==> src/rtl/seg_display_driver.sv <==
// Signed binary to 8-digit 7-segment driver: a shift-add-3 (double-dabble) converter
// feeds seven magnitude digits (hex0 = ones) plus a sign digit on hex7.
module seg_display_driver #(
  parameter int WIDTH  = 32,
  parameter int DIGITS = 7
) (
  input  logic             clk,
  input  logic             rst,
  input  logic [WIDTH-1:0] value,
  input  logic             update,
  output logic             busy,
  output logic             done,
  output logic [0:6]       hex0,
  output logic [0:6]       hex1,
  output logic [0:6]       hex2,
  output logic [0:6]       hex3,
  output logic [0:6]       hex4,
  output logic [0:6]       hex5,
  output logic [0:6]       hex6,
  output logic [0:6]       hex7
);

  // Enough BCD nibbles to hold the largest WIDTH-bit magnitude.
  localparam int NIB    = (WIDTH * 301) / 1000 + 1;
  localparam int BCD_W  = 4 * NIB;
  localparam int ITER_W = $clog2(WIDTH);

  localparam logic [0:6] SEG_ZERO  = 7'b0000001;
  localparam logic [0:6] SEG_MINUS = 7'b1111110;
  localparam logic [0:6] SEG_BLANK = 7'b1111111;

  typedef enum logic [1:0] {
    IDLE   = 2'd0,
    CONV   = 2'd1,
    COMMIT = 2'd2
  } state_t;

  state_t            state;
  logic              sign;
  logic [WIDTH-1:0]  mag;
  logic [BCD_W-1:0]  bcd;
  logic [BCD_W-1:0]  bcd_adj;
  logic [ITER_W-1:0] iter;
  logic              pend;
  logic [WIDTH-1:0]  pend_val;
  logic [WIDTH-1:0]  src;
  logic [WIDTH-1:0]  src_mag;
  logic [0:6]        seg_q [DIGITS];
  logic [0:6]        sign_seg;

  function automatic logic [0:6] seg7(input logic [3:0] d);
    logic [0:6] s;
    case (d)
      4'd0:    s = 7'b0000001;
      4'd1:    s = 7'b1001111;
      4'd2:    s = 7'b0010010;
      4'd3:    s = 7'b0000110;
      4'd4:    s = 7'b1001100;
      4'd5:    s = 7'b0100100;
      4'd6:    s = 7'b0100000;
      4'd7:    s = 7'b0001111;
      4'd8:    s = 7'b0000000;
      4'd9:    s = 7'b0001100;
      default: s = 7'b0110000;
    endcase
    return s;
  endfunction

  always_comb begin
    bcd_adj = bcd;
    for (int i = 0; i < NIB; i++) begin
      if (bcd[4*i +: 4] >= 4'd5) bcd_adj[4*i +: 4] = bcd[4*i +: 4] + 4'd3;
    end
  end

  // A fresh update at the COMMIT edge is newer than the pending slot, so it wins.
  always_comb begin
    src = value;
    if (state == COMMIT && !update) src = pend_val;
    src_mag = src[WIDTH-1] ? (~src + WIDTH'(1)) : src;
  end

  // Handshake: update is a level request sampled on every rising edge; busy is high
  // from the accepting edge until COMMIT retires the last queued request, and done
  // is a single-cycle pulse marking the cycle in which hex0..hex7 were refreshed.
  always_ff @(posedge clk or negedge rst) begin
    if (!rst) begin
      state    <= IDLE;
      busy     <= 1'b0;
      done     <= 1'b0;
      pend     <= 1'b0;
      pend_val <= '0;
      sign     <= 1'b0;
      mag      <= '0;
      bcd      <= '0;
      iter     <= '0;
      sign_seg <= SEG_BLANK;
      for (int i = 0; i < DIGITS; i++) seg_q[i] <= SEG_ZERO;
    end else begin
      done <= 1'b0;
      case (state)
        IDLE: begin
          if (update) begin
            sign  <= src[WIDTH-1];
            mag   <= src_mag;
            bcd   <= '0;
            iter  <= '0;
            busy  <= 1'b1;
            state <= CONV;
          end
        end
        CONV: begin
          if (update) begin
            pend     <= 1'b1;
            pend_val <= value;
          end
          {bcd, mag} <= {bcd_adj[BCD_W-2:0], mag, 1'b0};
          iter       <= iter + ITER_W'(1);
          if (iter == ITER_W'(WIDTH - 1)) state <= COMMIT;
        end
        COMMIT: begin
          for (int i = 0; i < DIGITS; i++) seg_q[i] <= seg7(bcd[4*i +: 4]);
          sign_seg <= sign ? SEG_MINUS : SEG_BLANK;
          done     <= 1'b1;
          if (pend || update) begin
            sign  <= src[WIDTH-1];
            mag   <= src_mag;
            bcd   <= '0;
            iter  <= '0;
            pend  <= 1'b0;
            busy  <= 1'b1;
            state <= CONV;
          end else begin
            busy  <= 1'b0;
            state <= IDLE;
          end
        end
        default: begin
          busy  <= 1'b0;
          state <= IDLE;
        end
      endcase
    end
  end

  assign hex0 = seg_q[0];
  assign hex1 = seg_q[1];
  assign hex2 = seg_q[2];
  assign hex3 = seg_q[3];
  assign hex4 = seg_q[4];
  assign hex5 = seg_q[5];
  assign hex6 = seg_q[6];
  assign hex7 = sign_seg;

endmodule

==> config.mk <==
export PLATFORM = sky130hd
export DESIGN_NAME = seg_display_driver
export DESIGN_NICKNAME = d
export VERILOG_FILES = /design/src/rtl/seg_display_driver.sv
export SDC_FILE = /design/constraint.sdc
export NUM_CORES = 1
export LEC_CHECK = 0
export BUFFER_PORTS_ARGS = -buffer_cell sky130_fd_sc_hd__buf_2
export CAP_MARGIN = 20
export CORE_AREA = 3 3 144 146
export CTS_CLUSTER_SIZE = 25
export DETAILED_ROUTE_END_ITERATION = 10
export DIE_AREA = 0 0 147 149
export PLACE_DENSITY = 0.64
export RECOVER_POWER = 25
export SETUP_SLACK_MARGIN = 0.02
export SYNTH_ARGS = -nofsm -noshare
export SYNTH_HDL_FRONTEND = slang
export SYNTH_SLANG_ARGS = --single-unit
==> constraint.sdc <==
create_clock -name clk -period 3.6 [get_ports clk]
set_input_delay 1.08 -clock clk [delete_from_list [all_inputs] [get_ports clk]]
set_output_delay 1.08 -clock clk [all_outputs]
set_load 0.01 [all_outputs]
==> impl_metrics.tcl, run 1 <==
set metrics [dict create \
    synth_common_cells "dfrtp_1 (145), nand2_1 (88), a21oi_1 (82)" \
    maxCapViolations 1 \
    power_mw 7.186 \
    ys_top_cells_by_area "dfrtp_1 (41%), ha_1 (5.4%), a21oi_1 (4.7%)" \
    tritoncts "done" \
    nets 1071 \
    cts_sinks 153 \
    drtIter0Drc 404 \
    antenna_found_initial 0 \
    clk_pin_slew_ns 0.06 \
    yosys.area.top_type "dfrtp_1" \
    viasPerCell 5.391 \
    fin_crit_sh_pct 84.43 \
    gr-total-overflow 0 \
    post_cts_buffers 0 \
    synth-simple-area-share_pct 15.27 \
    slew_violations 60 \
    finalHoldViolations 0 \
    die_y_um 149 \
    core_area_sq_um 19530 \
    seqPwrFrac_pct 40.9 \
    intPower_mw 4.447 \
    wl_um 19310 \
    critPathKind "in2reg" \
    synth_compound_area_share_pct 18.48 \
    grt_max_degree 64 \
    crit_end "mag[12]$_DFFE_PN0P_" \
    fin_worst_skew_ns 0.008883 \
    ys.flop_type "dfrtp_1" \
    drive_above_1_share_pct 18.99 \
    hp-class "reg2reg" \
    crit_arrival_ns 3.33 \
    reg2reg_to "mag[12]$_DFFE_PN0P_" \
    violations "max-capacitance violations, max-slew violations" \
    worst_pin_slew_ns 1.540 \
    cp-start-kind "input port" \
    ys_ff_latch 153 \
    p_sw_mw 2.739 \
    cp_max_fo 34 \
    avgSynthCellArea_sq_um 9.393 \
    p_per_area_nw_per_um2 715.7 \
    track_usage_pct 18.01 \
    synth_cell_types 61 \
    cp-end-kind "register" \
    htreeDepth 4 \
    slew_headroom_pct -2.674 \
    cts-resized-gates 0 \
    synth_xor_area_share_pct 4.080 \
    yosysMostFrequentCell "dfrtp_1" \
    numPortBuffers 86 \
    worstPathCellList "buf_2, or3b_2, buf_4, nor4b_1, o221ai_1, o21ai_0, xor2_1, a221o_1" \
    ys_seq_area_share_pct 43.62 \
    hpwl_um 13340 \
    cts_hold_buffers 0 \
    cts_root_buf "clkbuf_16" \
    yosysTopAreaCellShare_pct 41.23 \
    initial_utilization_pct 45.07 \
    clkLatencyLatePin_ns 0.42 \
    cp.depth 8 \
    p_leak_nw 4.667 \
    drc 0 \
    place_congestion 0.8406 \
    synthCells 937 \
    design_area_sq_um 10040 \
    dieArea_sq_um 21900 \
    period_minus_slack_ns 3.039 \
    vdd_ir_drop_max_v 0.0004029 \
    cp_slowest_cell "or3b_2" \
    swShare_pct 38.11 \
    synthArstFlopShare_pct 100.0 \
    grt_pass1_vias 6481 \
    vias 6884 \
    p_comb_share_pct 34.4 \
    ys_warn_count 0 \
    area_delta_synth_final_pct 14.09 \
    core.rowCount 51 \
    status "finished with violations" \
    fillers 1858 \
    crit_family "simple AND/OR/NAND/NOR gates" \
    dpl_cell_area_sq_um 9438 \
    rsz0062_at_grt "false" \
    setup_tns_ns 0 \
    ios 93 \
    path_buf_inv 2 \
    setup_viol 0 \
    post_synth_mux_area_share_pct 8.573 \
    synth_edf_count 0 \
    wl_per_cell_um 15.12 \
    worst_slack_ns 0.5606 \
    max_stage_delay_ns 0.53 \
    drtAntennaViolNets 0 \
    r2r_start "state[1]$_DFFE_PN0P_" \
    reg2regPathDepth 7 \
    fp.dieW_um 147 \
    r2r_setup_slack_ns 0.87 \
    dp_slack_ns 0.1679 \
    syn_area_sq_um 8801 \
    firstDrtPassIters 7 \
    holdWs_ns 0.4247 \
    cts_buffers 17 \
    synth_fa_ha_area_share_pct 5.402 \
    cts_buffer_depth 2 \
    fmax_mhz 329.0 \
    crit_start "update" \
    clkPwrFrac_pct 24.7 \
    worstPathRequired_ns 3.90 \
    grt_pass1_wl_um 32700 \
    synth_top_family_by_area "compound AO/OA/AOI/OAI gates" \
]
-- placed cells by master (no fill, tap or decap), drive strengths merged, types with 7 or more instances in the layout --
cell | Yosys | layout
nor4 | 14 | 14
mux2 | 35 | 35
nor2b | 11 | 11
inv | 21 | 23
a22oi | 14 | 14
xnor2 | 22 | 22
nor2 | 66 | 66
dfstp | 8 | 8
nand2 | 88 | 88
and3 | 17 | 17
or4 | 9 | 9
mux2i | 36 | 36
clkbuf | 47 | 19
nand3 | 25 | 25
buf | 21 | 104
xor2 | 19 | 19
a31oi | 7 | 7
dfrtp | 145 | 145
nor3 | 14 | 14
o31ai | 40 | 40
a21oi | 83 | 83
ha | 38 | 38
o21ai | 96 | 96
clkinv | 0 | 8
a21o | 7 | 7
-- state kept, by name (all words and copies together), names as in the netlist --
signal	flops
hex2	7
hex4	7
state	2
hex6	7
mag	32
sign	1
hex3	7
pend	1
iter	5
hex5	7
hex7	1
pend_val	32
bcd	28
busy	1
hex0	7
done	1
hex1	7
-- stage by stage --
stage               utilization [%]  std cells
global placement              48.33       1243
CTS                           51.34       1275
floorplan                         -        942
finish                        51.42       1277
detailed placement            48.33       1243
global route                  51.41       1276
-- area by class of cell --
class	instances	area [sq um]	area share [%]
well taps	265	331.6	3.302
flip-flops and latches	153	3839	38.23
clock inverters	14	147.6	1.470
multi-input cells	700	4592	45.73
diodes	1	2.502	0.02492
inverters	21	78.83	0.7850
repair buffers	105	610.6	6.081
clock buffers	18	439.2	4.374
-- metal layers --
layer  share of wire, %  wire [um]  up-vias  GRT usage, %
li1                   -          -     3496             -
met1                 50       9663     3217         26.13
met2                 45       8637      162         28.12
met3                4.5        873        9         3.859
met4               0.68        131        0         3.635
met5                  0          0        -             0
-- cell families (layout without fill, tap and decap cells) --
kind of cell,after synthesis,after routing
other cells,1,7
simple gates,274,274
compound gates,270,270
flops,153,153
fa+ha+maj,38,38
mux,71,71
xor+xnor,41,41
buf+inv,89,158
-- worst register-to-register path: cells and delay by family, from the launching register on --
kind | cells | cell delay, ns
buffers and inverters | 1 | 0.30
flip-flops | 1 | 0.48
AO/OA/AOI/OAI | 3 | 0.77
XOR/XNOR | 1 | 0.11
AND/OR/NAND/NOR | 2 | 0.95
-- worst min-delay path by stage --
stage / startpoint / to / slack, ns / cells after the start
after detailed placement: sign$_DFFE_PN0P_ / hex7[6]$_DFFE_PN1N_ / 0.43 / 1
after global routing: hex0[6]$_DFFE_PN1N_ / hex0[6]$_DFFE_PN1N_ / 0.48 / 2
after floorplan: sign$_DFFE_PN0P_ / hex7[6]$_DFFE_PN1N_ / 0.41 / 1
after global placement: sign$_DFFE_PN0P_ / hex7[6]$_DFFE_PN1N_ / 0.42 / 1
after CTS: sign$_DFFE_PN0P_ / hex7[6]$_DFFE_PN1N_ / 0.44 / 1
final: sign$_DFFE_PN0P_ / hex7[6]$_DFFE_PN1N_ / 0.42 / 1
-- power groups by stage --
stage | combinational (mW) | sequential (mW) | clock (mW)
2_1_floorplan | 2.02 | 2.71 | 0
4_1_cts | 2.49 | 2.93 | 1.82
6_report | 2.47 | 2.94 | 1.78
5_1_grt | 2.86 | 3.04 | 1.90
3_3_place_gp | 2.43 | 2.95 | 0
3_5_place_dp | 2.47 | 2.96 | 0
No activity file was read; power rests on OpenSTA's default activity.
==> run 2: changes to the inputs <==
--- a/config.mk
+++ b/config.mk
@@ -11,7 +11,7 @@
 export CTS_CLUSTER_SIZE = 25
 export DETAILED_ROUTE_END_ITERATION = 10
 export DIE_AREA = 0 0 147 149
-export PLACE_DENSITY = 0.64
+export PLACE_DENSITY = 0.67
 export RECOVER_POWER = 25
 export SETUP_SLACK_MARGIN = 0.02
 export SYNTH_ARGS = -nofsm -noshare
==> constraint.sdc (replaced) <==
create_clock -name clk -period 2.6 [get_ports clk]
set_input_delay 0.78 -clock clk [delete_from_list [all_inputs] [get_ports clk]]
set_output_delay 0.78 -clock clk [all_outputs]
set_load 0.01 [all_outputs]
==> run 2 against run 1 <==
The run now ends clean. Sequential share of layout area shrank 1.2 points. Count of clock-buffer cells in the layout is 1 higher. Worst setup slack worse by 0.35 ns. Core utilization up 1.6 points. Global-route usage rose by 0.23 points. Clock power increased by 50%. Critical path depth is 1 higher. Largest power group unchanged. Sequential cell count unchanged. Non-clock buffer count up 32. Hold slack gained 0.017 ns.
==> impl_metrics.tcl, run 2 (synthesis gave the netlist of run 1 again) <==
set metrics [dict create \
    status "completed" \
    worstPathRequired_ns 2.89 \
    stdcell_count 1308 \
    drive_above_1_share_pct 21.86 \
    cts_root_buf "clkbuf_16" \
    grt_pass1_vias 6619 \
    die_y_um 149 \
    worst_pin_slew_ns 1.254 \
    p_sw_mw 3.800 \
    drtIter0Drc 467 \
    area_delta_synth_final_pct 17.71 \
    reg_top3 "mag (32), pend_val (32), bcd (28)" \
    firstDrtPassIters 4 \
    cp_max_fo 9 \
    fin_crit_sh_pct 92.04 \
    antennaDiodeCount 0 \
    seqPwrFrac_pct 39.8 \
    slew_headroom_pct 16.38 \
    rsz0062_at_grt "false" \
    fin_worst_skew_ns 0.008309 \
    core_area_sq_um 19530 \
    period_minus_slack_ns 2.393 \
    grt_pass1_wl_um 33200 \
    antenna_found_initial 0 \
    cts_sinks 153 \
    core.rowCount 51 \
    fmax_mhz 417.9 \
    cts_buffers 17 \
    cp-end-kind "register" \
    dpl_cell_area_sq_um 9743 \
    worstPathCellList "buf_2, or3b_4, mux2i_1, ha_2, and4_4, o22ai_4, o31ai_1, xnor2_1, o21ai_1" \
    hpwl_um 13760 \
    wl_um 19570 \
    wl_per_cell_um 14.96 \
    worst_slack_ns 0.2069 \
    post_cts_buffers 0 \
    fp.dieW_um 147 \
    track_usage_pct 18.24 \
    nets 1103 \
    cp_slowest_cell "or3b_4" \
    dieArea_sq_um 21900 \
    critPathKind "in2reg" \
    maxCapViolations 0 \
    ios 93 \
    initial_utilization_pct 45.07 \
    vias 6972 \
    numPortBuffers 86 \
    placed_cells 1276 \
    crit_arrival_ns 2.69 \
    setup_viol 0 \
    cp-start-kind "input port" \
    clkPwrFrac_pct 26.2 \
    p_per_area_nw_per_um2 984.8 \
    clkLatencyLatePin_ns 0.42 \
    max_stage_delay_ns 0.42 \
    holdWs_ns 0.4418 \
    clk_pin_slew_ns 0.06 \
    vdd_ir_drop_max_v 0.0005381 \
    tritoncts "done" \
    drc 0 \
    drtAntennaViolNets 0 \
    final_common_cell "dfrtp_1" \
    hp-class "reg2reg" \
    place_congestion 0.8850 \
    viasPerCell 5.330 \
    dp_slack_ns -0.3331 \
    intPower_mw 6.402 \
    cts_buffer_depth 2 \
    htreeDepth 4 \
    finalHoldViolations 0 \
    p_comb_share_pct 34.0 \
    setup_tns_ns 0 \
    gr-total-overflow 0 \
    swShare_pct 37.25 \
    final_cell_mix "dfrtp_1 (145), nand2_1 (88), buf_2 (85)" \
    grt_max_degree 97 \
    slew_violations 0 \
    design_area_sq_um 10360 \
    p_leak_nw 4.830 \
]
## run 2: changes by cell type in the layout (fill, tap and decap cells not counted), sizes merged
cell,delta
bufinv,+2
clkbuf,+3
diode,-1
clkinvlp,+1
clkinv,-4
buf,+30
## run 2: final timing paths
kind	start	depth (start not counted)	slack [ns]	endpoint
max	update	9	0.21	mag[26]$_DFFE_PN0P_
min	sign$_DFFE_PN0P_	1	0.44	hex7[6]$_DFFE_PN1N_
max reg2reg	state[0]$_DFFE_PN0P_	8	0.24	mag[26]$_DFFE_PN0P_
min reg2reg	sign$_DFFE_PN0P_	1	0.44	hex7[6]$_DFFE_PN1N_
max in group asynchronous	rst	2	0.45	mag[2]$_DFFE_PN0P_
min in group asynchronous	rst	1	0.62	hex5[0]$_DFFE_PN0N_
## run 2: metrics by stage
stage          utilization [%]  power (mW)
2_1_floorplan                -       6.550
3_3_place_gp             49.90       7.458
6_report                 53.06       10.20
3_5_place_dp             49.90       7.566
4_1_cts                  53.20       10.29
5_1_grt                  53.06       11.07
## run 2: layout make-up
| class | instances | area [sq um] |
|---|---|---|
| timing repair buffer | 137 | 852.1 |
| clock buffer | 19 | 452.9 |
| clock inverter | 13 | 191.4 |
| inverter | 21 | 78.83 |
| tap | 265 | 331.6 |
| sequential | 153 | 3839 |
| multi-input combinational | 700 | 4614 |
| fill | 1803 | 9166 |
## run 2: layer usage
layer / share of wire, % / track usage, %
met3: 3.9 / 3.646
met2: 46 / 29.09
met4: 0.48 / 3.122
met1: 50 / 26.33
met5: 0 / 0
## run 2: timing repair
action | 4_1_cts | 5_1_grt
hold buffers | 0 | 0
gates resized for setup | 0 | 4
setup endpoints to repair | 0 | 5
## run 2: worst max-delay path: cells and delay by family
kind | cells | cell delay, ns
muxes | 1 | 0.25
xor gates and xnor gates | 1 | 0.16
adders and majority gates | 1 | 0.25
AOI/OAI and AO/OA | 3 | 0.48
and+or+nand+nor | 2 | 0.66
buffers and inverters | 1 | 0.12
## run 2: power by group through the flow
stage	Combinational, mW	Sequential, mW	Clock, mW
after floorplan	2.80	3.75	0
after global placement	3.39	4.07	0
after detailed placement	3.47	4.09	0
after CTS	3.52	4.05	2.72
after global routing	4.02	4.20	2.85
final	3.47	4.06	2.67
==> run 3: changes to the inputs <==
--- a/config.mk
+++ b/config.mk
@@ -11,6 +11,7 @@
 export CTS_CLUSTER_SIZE = 25
 export DETAILED_ROUTE_END_ITERATION = 10
 export DIE_AREA = 0 0 147 149
+export MAX_ROUTING_LAYER = met4
 export PLACE_DENSITY = 0.67
 export RECOVER_POWER = 25
 export SETUP_SLACK_MARGIN = 0.02
==> run 3 against run 2 <==
Highest routed layer unchanged. Sequential power barely moved. Hold slack got worse by 0.0050 ns. Combinational power barely moved. Die area did not move. Global-route usage rose by 0.79 points. Sequential cell count did not move. Count of clock-buffer cells in the layout did not move. Register-to-register slack got worse by 0.11 ns. Worst setup slack got worse by 0.11 ns. Critical path depth fell by 1. Via count rose by 1.3%. Clock skew rose by 0.0056 ns.
==> impl_metrics.tcl, run 3 (synthesis gave the netlist of run 1 again) <==
set metrics [dict create \
    reg2regPathDepth 7 \
    finalHoldViolations 0 \
    worstPathRequired_ns 2.90 \
    hpwl_um 13820 \
    p_comb_share_pct 34.2 \
    status "completed" \
    crit_arrival_ns 2.80 \
    initial_utilization_pct 45.07 \
    ios 93 \
    hp-class "reg2reg" \
    tritoncts "done" \
    critPathKind "in2reg" \
    setup_viol 0 \
    wl_per_cell_um 15.13 \
    clkPwrFrac_pct 25.6 \
    place_congestion 0.9236 \
    post_cts_buffers 0 \
    fin_crit_sh_pct 96.29 \
    viasPerCell 5.406 \
    track_usage_pct 19.03 \
    grt_max_degree 97 \
    r2r_setup_slack_ns 0.13 \
    cts_sinks 153 \
    area_delta_synth_final_pct 17.36 \
    vias 7060 \
    p_sw_mw 3.811 \
    core_area_sq_um 19530 \
    maxCapViolations 0 \
    reg2reg_to "mag[29]$_DFFE_PN0P_" \
    dieArea_sq_um 21900 \
    cp-end-kind "register" \
    fmax_mhz 399.4 \
    fin_worst_skew_ns 0.01391 \
    swShare_pct 37.69 \
    worst_pin_slew_ns 1.110 \
    gr-total-overflow 0 \
    r2r_start "state[0]$_DFFE_PN0P_" \
    drtIter0Drc 439 \
    seqPwrFrac_pct 40.2 \
    grt_pass1_vias 6778 \
    cp_slowest_cell "or3b_2" \
    slew_headroom_pct 26.00 \
    cts_buffers 17 \
    slew_violations 0 \
    grt_pass1_wl_um 33600 \
    cts_root_buf "clkbuf_16" \
    p_per_area_nw_per_um2 979.0 \
    antenna_found_initial 0 \
    drc 0 \
    cts_buffer_depth 2 \
    vdd_ir_drop_max_v 0.0005578 \
    fp.dieW_um 147 \
    rsz0062_at_grt "false" \
    htreeDepth 4 \
    numPortBuffers 86 \
    max_stage_delay_ns 0.52 \
    die_y_um 149 \
    clkLatencyLatePin_ns 0.43 \
    wl_um 19760 \
    clk_pin_slew_ns 0.07 \
    reg_top3 "mag (32), pend_val (32), bcd (28)" \
    cp_max_fo 8 \
    cts_hold_buffers 0 \
    cts-resized-gates 0 \
    antennaDiodeCount 0 \
    intPower_mw 6.301 \
    dp_slack_ns -0.3316 \
    min_to "hex7[6]$_DFFE_PN1N_" \
    final_common_cell "dfrtp_1" \
    nets 1101 \
    final_cell_mix "dfrtp_1 (145), nand2_1 (88), buf_2 (85)" \
    drtAntennaViolNets 0 \
    drive_above_1_share_pct 21.61 \
    cp-start-kind "input port" \
    period_minus_slack_ns 2.504 \
    hold_depth 1 \
    p_leak_nw 4.813 \
    setup_tns_ns 0 \
    firstDrtPassIters 5 \
    worstPathCellList "buf_2, or3b_2, buf_4, or4_4, a22oi_4, nand2_1, o21ai_0, o311ai_1" \
    core.rowCount 51 \
    worst_slack_ns 0.09634 \
    hp-start "sign$_DFFE_PN0P_" \
]
-- run 3: cell count changes in the layout (fill, tap and decap cells not counted) --
cell,previous run,this run
or3b_4,1,0
clkbuf_1,0,1
clkinv_2,1,2
or3b_2,0,1
buf_6,1,0
o21ai_0,76,78
clkbuf_4,1,0
clkbuf_2,2,0
bufinv_16,4,3
inv_6,2,3
o21ai_1,20,18
clkinvlp_4,3,2
buf_12,3,4
-- run 3: worst max-delay path, delay by kind of cell --
family | cells | cell delay [ns]
AOI/OAI and AO/OA | 3 | 0.56
and+or+nand+nor | 3 | 1.13
buffers and inverters | 2 | 0.32
-- run 3: worst max path at each step --
stage	start	to	slack, ns
finish	update	mag[29]$_DFFE_PN0P_	0.1
global route	update	mag[20]$_DFFE_PN0P_	0.02
CTS	update	mag[29]$_DFFE_PN0P_	0.12
detailed placement	update	mag[29]$_DFFE_PN0P_	-0.33
global placement	update	mag[29]$_DFFE_PN0P_	-0.25
floorplan	update	mag[26]$_DFFE_PN0P_	-0.55
-- run 3: per-layer routing --
layer  wire, um  global-route usage (%)  part of all wire [%]
met1       9588                   25.98                    49
met2       9190                   29.50                    47
met3        834                   4.072                   4.2
met4        144                   4.240                  0.73
met5          0                       -                     0
-- run 3: stage by stage --
stage	cells	hold WS [ns]	util, %	area (sq um)	total power, mW
6_report	1306	0.4367	52.90	10330	10.11
5_1_grt	1306	0.4598	52.90	10330	10.93
4_1_cts	1306	0.1731	52.93	10340	10.18
3_5_place_dp	1274	0.4343	49.76	9716	7.539
3_3_place_gp	1274	0.4180	49.76	9716	7.456
2_1_floorplan	942	0.4053	-	8847	6.550
-- run 3: power groups by stage --
stage,logic [mW],clock network (mW),registers [mW]
floorplan,2.80,0,3.75
global placement,3.38,0,4.07
detailed placement,3.45,0,4.09
CTS,3.49,2.64,4.05
global route,3.99,2.75,4.20
finish,3.46,2.59,4.07
-- run 3: cell type report --
cell class / instances / area (sq um)
clock buffers: 19 / 452.9
flip-flops and latches: 153 / 3839
multi-input cells: 700 / 4612
clock inverters: 13 / 167.7
well taps: 265 / 331.6
inverters: 21 / 78.83
repair buffers: 135 / 847.1
fillers: 1824 / 9198
